[config.mk]
export PLATFORM = sky130hd
export DESIGN_NAME = zapper_if
export DESIGN_NICKNAME = d
export VERILOG_FILES = /design/src/rtl/zapper_pkg.sv /design/src/rtl/zapper_debounce.sv /design/src/rtl/zapper_if.sv
export SDC_FILE = /design/constraint.sdc
export NUM_CORES = 1
export LEC_CHECK = 0
export CORE_AREA = 2 2 61 63
export DETAILED_ROUTE_END_ITERATION = 8
export DIE_AREA = 0 0 63 65
export PLACE_DENSITY = 0.71
export SLEW_MARGIN = 20
export SYNTH_ARGS = -nofsm -noshare
export SYNTH_HDL_FRONTEND = slang
export SYNTH_SLANG_ARGS = --single-unit
[constraint.sdc]
create_clock -name clk -period 2.18 [get_ports clk]
set_input_delay 0.218 -clock clk [delete_from_list [all_inputs] [get_ports clk]]
set_output_delay 0.218 -clock clk [all_outputs]
set_load 0.02 [all_outputs]
[src/rtl/zapper_pkg.sv]
// zapper_pkg: shared types and default parameter values for the light-gun
// front end (zapper_if and zapper_debounce).
package zapper_pkg;

  // Shot sequence states, in the order they are visited after a trigger press.
  typedef enum logic [2:0] {
    IDLE    = 3'd0,
    ARMED   = 3'd1,
    DARK    = 3'd2,
    LIT     = 3'd3,
    RELEASE = 3'd4
  } zapper_state_t;

  // 10 ms of stable trigger at a 25 MHz pixel clock.
  localparam int unsigned DEF_DEBOUNCE_CYCLES  = 32'd250000;
  localparam int unsigned DEF_LIGHT_MIN_CYCLES = 32'd64;
  localparam int unsigned DEF_SYNC_STAGES      = 32'd2;

endpackage

[src/rtl/zapper_debounce.sv]
// zapper_debounce: SYNC_STAGES-deep synchroniser followed by a debounce
// counter. The output level only follows the synchronised input after it has
// differed from the current level for DEBOUNCE_CYCLES consecutive cycles.
module zapper_debounce
  import zapper_pkg::*;
#(
  parameter int unsigned SYNC_STAGES     = DEF_SYNC_STAGES,
  parameter int unsigned DEBOUNCE_CYCLES = DEF_DEBOUNCE_CYCLES
) (
  input  logic clk,
  input  logic screen_reset,
  input  logic din_raw,
  output logic dout
);

  // One spare bit so the counter can never wrap before it clears.
  localparam int unsigned         CNT_W   = $clog2(DEBOUNCE_CYCLES) + 1;
  localparam logic [CNT_W-1:0]    CNT_MAX = CNT_W'(DEBOUNCE_CYCLES - 1);

  logic [SYNC_STAGES-1:0] sync_q, sync_d;
  logic [CNT_W-1:0]       cnt_q, cnt_d;
  logic                   level_q, level_d;
  logic                   din_s;

  assign din_s = sync_q[SYNC_STAGES-1];
  assign dout  = level_q;

  // Shift the synchroniser and decide whether the debounced level may change.
  always_comb begin
    sync_d  = {sync_q[SYNC_STAGES-2:0], din_raw};
    level_d = level_q;
    cnt_d   = '0;
    if (din_s == level_q) begin
      cnt_d = '0;
    end else if (cnt_q == CNT_MAX) begin
      level_d = din_s;
      cnt_d   = '0;
    end else begin
      cnt_d = cnt_q + CNT_W'(1);
    end
  end

  // Synchroniser, counter and debounced level registers.
  always_ff @(posedge clk or posedge screen_reset) begin
    if (screen_reset) begin
      sync_q  <= '0;
      cnt_q   <= '0;
      level_q <= 1'b0;
    end else begin
      sync_q  <= sync_d;
      cnt_q   <= cnt_d;
      level_q <= level_d;
    end
  end

endmodule

[src/rtl/zapper_if.sv]
// zapper_if: light-gun front end. Debounces the trigger, walks the
// ARMED -> DARK -> LIT -> RELEASE frame sequence after each shot and raises
// detect when enough light is seen during the lit frame.
// Optional build macro ZAPPER_DARK_CHECK_EN: light seen during the dark frame
// vetoes detect for that shot (ambient / aim-at-lamp rejection).
module zapper_if
  import zapper_pkg::*;
#(
  parameter int unsigned DEBOUNCE_CYCLES  = DEF_DEBOUNCE_CYCLES,
  parameter int unsigned LIGHT_MIN_CYCLES = DEF_LIGHT_MIN_CYCLES,
  parameter int unsigned SYNC_STAGES      = DEF_SYNC_STAGES
) (
  input  logic clk,
  input  logic screen_reset,
  input  logic frame_start,
  input  logic trig_raw,
  input  logic light_raw,
  output logic trigger,
  output logic detect,
  output logic busy
);

  localparam int unsigned       LCNT_W   = $clog2(LIGHT_MIN_CYCLES + 1);
  localparam logic [LCNT_W-1:0] LCNT_MAX = LCNT_W'(LIGHT_MIN_CYCLES);

  logic                   trigger_db;
  logic                   trig_prev_q, trig_prev_d;
  logic                   shot;
  logic [SYNC_STAGES-1:0] light_sync_q, light_sync_d;
  logic                   light_s;
  zapper_state_t          state_q, state_d;
  logic [LCNT_W-1:0]      light_cnt_q, light_cnt_d;
  logic                   light_full;
  logic                   lit_flag_q, lit_flag_d;
  logic                   detect_q, detect_d;
  logic                   busy_q, busy_d;
  logic                   reject;
  logic                   arming;

  zapper_debounce #(
    .SYNC_STAGES    (SYNC_STAGES),
    .DEBOUNCE_CYCLES(DEBOUNCE_CYCLES)
  ) u_trig_db (
    .clk         (clk),
    .screen_reset(screen_reset),
    .din_raw     (trig_raw),
    .dout        (trigger_db)
  );

  assign trigger = trigger_db;
  assign detect  = detect_q;
  assign busy    = busy_q;
  assign light_s = light_sync_q[SYNC_STAGES-1];
  assign shot    = trigger_db & ~trig_prev_q;
  assign arming  = (state_q == IDLE) && (state_d == ARMED);

  // Next-state logic; frame_start is ignored in IDLE and RELEASE.
  always_comb begin
    state_d = state_q;
    case (state_q)
      IDLE:    if (shot)        state_d = ARMED;   else state_d = state_q;
      ARMED:   if (frame_start) state_d = DARK;    else state_d = state_q;
      DARK:    if (frame_start) state_d = LIT;     else state_d = state_q;
      LIT:     if (frame_start) state_d = RELEASE; else state_d = state_q;
      RELEASE: if (!trigger_db) state_d = IDLE;    else state_d = state_q;
      default: state_d = IDLE;
    endcase
  end

  // Light run-length counter and lit flag; the counter restarts on every
  // state change so a run never spans two frames.
  always_comb begin
    trig_prev_d  = trigger_db;
    light_sync_d = {light_sync_q[SYNC_STAGES-2:0], light_raw};
    light_cnt_d  = '0;
    if (state_d != state_q) begin
      light_cnt_d = '0;
    end else if (((state_q == DARK) || (state_q == LIT)) && light_s) begin
      if (light_cnt_q == LCNT_MAX) begin
        light_cnt_d = light_cnt_q;
      end else begin
        light_cnt_d = light_cnt_q + LCNT_W'(1);
      end
    end else begin
      light_cnt_d = '0;
    end
    light_full = (light_cnt_d == LCNT_MAX);
    if (arming) begin
      lit_flag_d = 1'b0;
    end else if (light_full && (state_q == LIT)) begin
      lit_flag_d = 1'b1;
    end else begin
      lit_flag_d = lit_flag_q;
    end
  end

`ifdef ZAPPER_DARK_CHECK_EN
  logic dark_flag_q, dark_flag_d;

  assign reject = dark_flag_q;

  // Sticky record of light seen during the dark frame of the current shot.
  always_comb begin
    if (arming) begin
      dark_flag_d = 1'b0;
    end else if (light_full && (state_q == DARK)) begin
      dark_flag_d = 1'b1;
    end else begin
      dark_flag_d = dark_flag_q;
    end
  end

  // Dark flag register.
  always_ff @(posedge clk or posedge screen_reset) begin
    if (screen_reset) begin
      dark_flag_q <= 1'b0;
    end else begin
      dark_flag_q <= dark_flag_d;
    end
  end
`else
  assign reject = 1'b0;
`endif

  // Registered outputs; detect uses the next state so it drops on the
  // frame_start edge that closes the lit frame.
  always_comb begin
    detect_d = lit_flag_q & (state_d == LIT) & ~reject;
    busy_d   = (state_d != IDLE);
  end

  // State, counter, flag and output registers.
  always_ff @(posedge clk or posedge screen_reset) begin
    if (screen_reset) begin
      trig_prev_q  <= 1'b0;
      light_sync_q <= '0;
      state_q      <= IDLE;
      light_cnt_q  <= '0;
      lit_flag_q   <= 1'b0;
      detect_q     <= 1'b0;
      busy_q       <= 1'b0;
    end else begin
      trig_prev_q  <= trig_prev_d;
      light_sync_q <= light_sync_d;
      state_q      <= state_d;
      light_cnt_q  <= light_cnt_d;
      lit_flag_q   <= lit_flag_d;
      detect_q     <= detect_d;
      busy_q       <= busy_d;
    end
  end

endmodule

After elaboration in Yosys (flattened, before gate mapping)
Cells that the tools add are included.

Logic and storage cells: 48. Output and inout bits: 3. Input port bits: 5. Register bits after elaboration: 38.

Eq/ne operators: 11. Add/sub/neg operators: 2. Muxes and demuxes: 13. Reduce and logical (&&, ||, !) cells: 8. Bitwise gates (word level): 4.

Operators with widths (count): $mux 19 (2); $mux 7 (3); $add 19x1->19 const B (1); $eq 19x18->1 const B (1); $mux 3 (5); $pmux 3 s5 (1); $eq 7x7->1 const B (2); $eq 3x2->1 const B (3); $add 7x1->7 const B (1); $eq 3x1->1 const B (2); $eq 3x3->1 const B (1); $logic_and 1x1->1 (3); $logic_not 3->1 (1); $ne 3x3->1 (1); $reduce_bool 3->1 (1); $and 1x1->1 (2); $mux 1 (2); $not 1->1 (2); $reduce_and 2->1 (1); $reduce_bool 2->1 (1); $eq 1x1->1 (1); $logic_or 1x1->1 (1).

Logic depth before layout (Yosys ltp)
Gate-level depths: netlist (run 1).

Word-level depth: 10. Depth in mapped cells: 6. Gate-level depth less buffers: 6.

Cells and area by module
Synthesis (run 1) repeated with hierarchy kept, for this count alone.

Cell total of the unflattened synthesis: 188. Area, all modules: 1965.6 sq um.

By module, submodules not included: zapper_debounce (cells each 105, instances 1, sequential area each 550.5 sq um, area an instance 1112.3 sq um); zapper_if (cells each 83, instances 1, sequential area each 400.4 sq um, area an instance 853.3 sq um).

Least setup slack after synthesis (run 1)
Ideal clock, no wire load.

Kind: reg2reg. From: reg light_cnt_q[3]. To: reg lit_flag_q. Period minus slack after synthesis: 1.818 ns. Data required time: 2.076 ns. Path buffers: 1. Path slack: 0.362 ns. Setup time: 0.104 ns. Arrival: 1.715 ns. Cell stages (with the launch flop): 6. Path through: dfrtp_1 or3_1 clkbuf_2 or3_1 and3_1 o41ai_2.

Cells in the longest elaborated chain, start to end: 7. Elaborated cells between the ends (all ways): 8. Those cells by class: add/sub (1); eq/ne (2); mux (3); reduce/logical (2).

Ends and longest elaborated chain: from (decl) (RTL line zapper_if.sv:32) `logic [LCNT_W-1:0] light_cnt_q, light_cnt_d;`; from (signal assigned) (RTL line zapper_if.sv:146) `light_cnt_q <= light_cnt_d;`; $add 7x1->7 / $eq 7x7->1 (equally long branches) (RTL line zapper_if.sv:82, zapper_if.sv:79); $mux 7 * (RTL line zapper_if.sv:79) `if (light_cnt_q == LCNT_MAX) begin`; $mux 7 * (RTL line zapper_if.sv:78) `end else if (((state_q == DARK) || (state_q == LIT)) && light_s) begin`; $mux 7 * (RTL line zapper_if.sv:76) `if (state_d != state_q) begin`; $eq 7x7->1 * (RTL line zapper_if.sv:87) `light_full = (light_cnt_d == LCNT_MAX);`; $logic_and 1x1->1 * (RTL line zapper_if.sv:90) `end else if (light_full && (state_q == LIT)) begin`; $reduce_bool 2->1 (no line) *; to (signal assigned) (RTL line zapper_if.sv:147) `lit_flag_q <= lit_flag_d;`; to (decl) (RTL line zapper_if.sv:34) `logic lit_flag_q, lit_flag_d;`.

Every way passes the cells marked *; elsewhere a longest branch is shown, timed or not. A chain may end at the register's enable or synchronous reset.

Worst setup path in the final report (run 1)
Ends and elaborated chain as after synthesis.

==> summary.txt, run 1 <==
Critical path
  • CP startpoint: light_cnt_q[3]
  • Endpoint class of the critical path: register
  • Most used cell, CP: or3_1
  • Instance count on the critical path: 4
  • CP max stage delay: 0.48 ns
  • CP max FO: 6
  • Critical path class: register to register
  • Data arrival time of the worst path: 2.19 ns
  • Crit start category: register
  • Slowest CP cell: or3_1
  • Worst Path Required: 2.42 ns
  • Worst path cell trace: or3_1, or3_1, and3_1, o41ai_2
  • FF-to-FF Start: light_cnt_q[3]
  • CP top delay family: simple AND/OR/NAND/NOR gates
  • CP bufs+invs: 0
  • Reg2Reg Depth: 4

Detailed routing
  • Via-to-Cell Ratio: 5.63
  • DRC violations left: 0
  • DR WL/cell: 14.2 um
  • Final ANT Viol Nets: 0
  • First-pass DRT Iterations: 4
  • DR iter-0 viols: 85
  • Drt total wl: 3.41 mm
  • Vias: 1350

Clock network
  • CTS max path bufs: 2
  • Worst-path clk slew: 0.11 ns
  • Root Driver: clkbuf_4
  • Num Clock Sinks: 38
  • CTS tree: built
  • H-tree lvl count: 2
  • Post-cts sizing count: 0
  • Skew-Pair Late Insertion Delay: 0.33 ns
  • Post-CTS Setup Bufs: 0
  • Hold buffers post-CTS: 0
  • CTS buffer count: 5

Power
  • Switching Share: 0.189
  • Maximum vdd drop: 0.000382 V
  • Psw: 0.260 mW
  • Seq pwr share: 0.523
  • Power share of the clock group: 0.448
  • Int Pwr: 1.12 mW
  • Leak: 0.852 nW
  • Final Power: 1.38 mW
  • Combinational power share: 0.029
  • Pwr Density: 674 nW/um^2

Yosys
  • #FFs+latches synth: 38
  • Top_reg_cell synth: dfrtp_1
  • Mapped Cells: 177
  • Synth cell types: 35
  • Cell area after synthesis: 1800 um^2
  • Post-synth EDFFs: 0
  • Synth cell count leaders: 38 x dfrtp_1, 28 x nor2_1, 14 x nand3_1
  • Synth Warn #: 0
  • Post-synth top area share: 0.530
  • Syn nets: 185
  • Area contributors post-synth: dfrtp_1 53%, nor2_1 5.9%, xnor2_1 4.9%, xor2_1 4.4%, nand3_1 3.9%
  • Dominant cell type by area after synthesis: dfrtp_1
  • Count leader, synth: dfrtp_1
  • Syn Area/Cell: 10.1 um^2
  • Async set-reset flop share out of synthesis: 1.00
  • Sequential share of the synthesized area: 0.530

Timing
  • Clock Skews: 0.00511 ns
  • Final slew viol count: 0
  • Final setup vio count: 0
  • Slew headroom: 0.685
  • Final TNS setup: 0 ns
  • Max Clock Freq: 0.513 GHz
  • RSZ-0062 raised after global routing: false
  • Worst setup margin: 0.230 ns
  • Final hold violations: 0
  • Hold_ws: 0.280 ns
  • Final period utilization: 0.894
  • Period minus WS final: 1.95 ns
  • Worst-margin pin slew: 0.473 ns

Placement
  • Cell Area, Placed: 1930 um^2
  • Setup WS pre-CTS: 0.244 ns
  • Port-buffer cells: 7
  • Dpl hpwl: 2.46 mm
  • # placed instances: 232
  • Global placer's final weighted congestion: 0.824

Cells and area
  • Area Overhead vs Synth: 13.7%
  • Antenna Cells: 0
  • Fin area: 2040 um^2
  • Layout cells sized above 1: 0.0781
  • Fin util: 0.584
  • Non-filler instance count after layout: 240
  • Nets: 199

Run
  • Max_cap viols: 0

Status
  • Status: completed

Global routing
  • Number of global-route vias before repair: 1452
  • Remaining global-route overflow: 0
  • Initial antenna violation count: 0
  • Total Routing Usage GR: 0.199
  • Largest net degree at the start of global routing: 39
  • First-pass GRT wire length: 6.26 mm

Floorplanning
  • Ports: 8
  • Die width: 63 um
  • Total Die Area: 4100 um^2
  • Core Area: 3500 um^2
  • # rows: 22
  • Starting Density: 0.514
  • Die H: 65 um

Hold path
  • Worst hold-check path type: input pin to async pin
-- cells by family (layout without fill, tap and decap cells) --
group / count (synthesis) / count (layout) / synth area share
and+or+nand+nor: 83 / 83 / 0.242
DFF: 38 / 38 / 0.530
buffers and inverters: 11 / 26 / 0.0244
xor gates and xnor gates: 19 / 19 / 0.0927
muxes: 3 / 3 / 0.0181
AOI/OAI and AO/OA: 20 / 20 / 0.0725
adders and majority gates: 3 / 3 / 0.0209
-- worst paths after layout --
kind	to	slack (ns)
hold reg to reg	light_sync_q[1]	0.37
setup / recovery	lit_flag_q	0.23
max in group asynchronous	u_trig_db.cnt_q[0]	1.56
min in group clk	u_trig_db.sync_q[0]	0.31
hold / removal	state_q[2]	0.28
setup reg to reg	lit_flag_q	0.23
-- power by group through the flow --
stage,clock network (mW),logic [mW],registers [mW]
after global placement,0,0.0387,0.733
after floorplan,0,0.0236,0.732
after global routing,0.672,0.0458,0.722
final,0.616,0.0394,0.720
after detailed placement,0,0.0408,0.734
after CTS,0.637,0.0411,0.720
-- layer usage --
metal	track usage	part of all wire	vias to the layer above
li1	-	-	647
met1	0.226	0.41	664
met2	0.347	0.52	31
met3	0.0451	0.041	8
met4	0.108	0.029	0
met5	0	0	-
-- final cells by class --
| type | instances | area [um^2] |
|---|---|---|
| Clock buffer | 6 | 51.3 |
| Clock inverter | 2 | 60.1 |
| Fill cell | 313 | 1450 |
| Inverter | 9 | 33.8 |
| Multi-Input combinational cell | 128 | 801 |
| Sequential cell | 38 | 951 |
| Tap cell | 48 | 60.1 |
| Timing Repair Buffer | 9 | 85.1 |
-- registers in the layout (all words and copies together) (netlist names) --
signal            flops
u_trig_db.dout        1
busy                  1
lit_flag_q            1
light_sync_q          2
u_trig_db.sync_q      2
light_cnt_q           7
trig_prev_q           1
state_q               3
detect                1
u_trig_db.cnt_q      19
-- worst min-delay path: stages --
cell and delay (ns):
clkdlybuf4s50_1 0.40, inv_1 0.05, buf_4 0.40
-- cells in the final DEF (no fill, tap or decap) --
| cell | synthesis | final |
|---|---|---|
| nor4_1 | 2 | 2 |
| or4_4 | 1 | 1 |
| dfrtp_1 | 38 | 38 |
| buf_4 | 0 | 2 |
| o21ai_1 | 1 | 1 |
| mux2_2 | 2 | 2 |
| nand4b_1 | 1 | 1 |
| mux2i_1 | 1 | 1 |
| xnor2_1 | 10 | 10 |
| or4_1 | 1 | 1 |
| nor4b_1 | 2 | 2 |
| clkbuf_4 | 0 | 5 |
| a311oi_1 | 1 | 1 |
| and3b_2 | 1 | 1 |
| nor2_1 | 28 | 28 |
| a2bb2oi_1 | 1 | 1 |
| o21ai_0 | 9 | 9 |
| or3_1 | 7 | 7 |
| clkdlybuf4s50_1 | 0 | 7 |
| nand3_1 | 14 | 14 |
| and4_1 | 1 | 1 |
| a21oi_1 | 4 | 4 |
| nand4bb_1 | 1 | 1 |
| nand2_1 | 8 | 8 |
| clkbuf_8 | 0 | 1 |
| and3_1 | 5 | 5 |
| o41ai_2 | 1 | 1 |
| nor3_1 | 3 | 3 |
| nand3b_1 | 1 | 1 |
| xor2_1 | 9 | 9 |
| ha_1 | 3 | 3 |
| bufinv_16 | 0 | 2 |
| inv_1 | 9 | 9 |
| nand2b_1 | 2 | 2 |
| o21bai_1 | 1 | 1 |
| a2111o_1 | 1 | 1 |
| nand4_1 | 5 | 5 |
| a21o_1 | 1 | 1 |
(Power assumes the default switching activity.)
==> inputs of run 2 (changes only) <==
--- a/config.mk
+++ b/config.mk
@@ -13,3 +13,4 @@
 export SYNTH_ARGS = -nofsm -noshare
 export SYNTH_HDL_FRONTEND = slang
 export SYNTH_SLANG_ARGS = --single-unit
+export TNS_END_PERCENT = 50
==> results of run 2 <==
No change in the layout: final DEF, timing and power equal those of run 1.
==> inputs of run 3 (changes only) <==
--- a/config.mk
+++ b/config.mk
@@ -9,7 +9,7 @@
 export DETAILED_ROUTE_END_ITERATION = 8
 export DIE_AREA = 0 0 63 65
 export PLACE_DENSITY = 0.71
-export SLEW_MARGIN = 20
+export SLEW_MARGIN = 40
 export SYNTH_ARGS = -nofsm -noshare
 export SYNTH_HDL_FRONTEND = slang
 export SYNTH_SLANG_ARGS = --single-unit
==> results of run 3 <==
No change in the layout: final DEF, timing and power equal those of run 1.
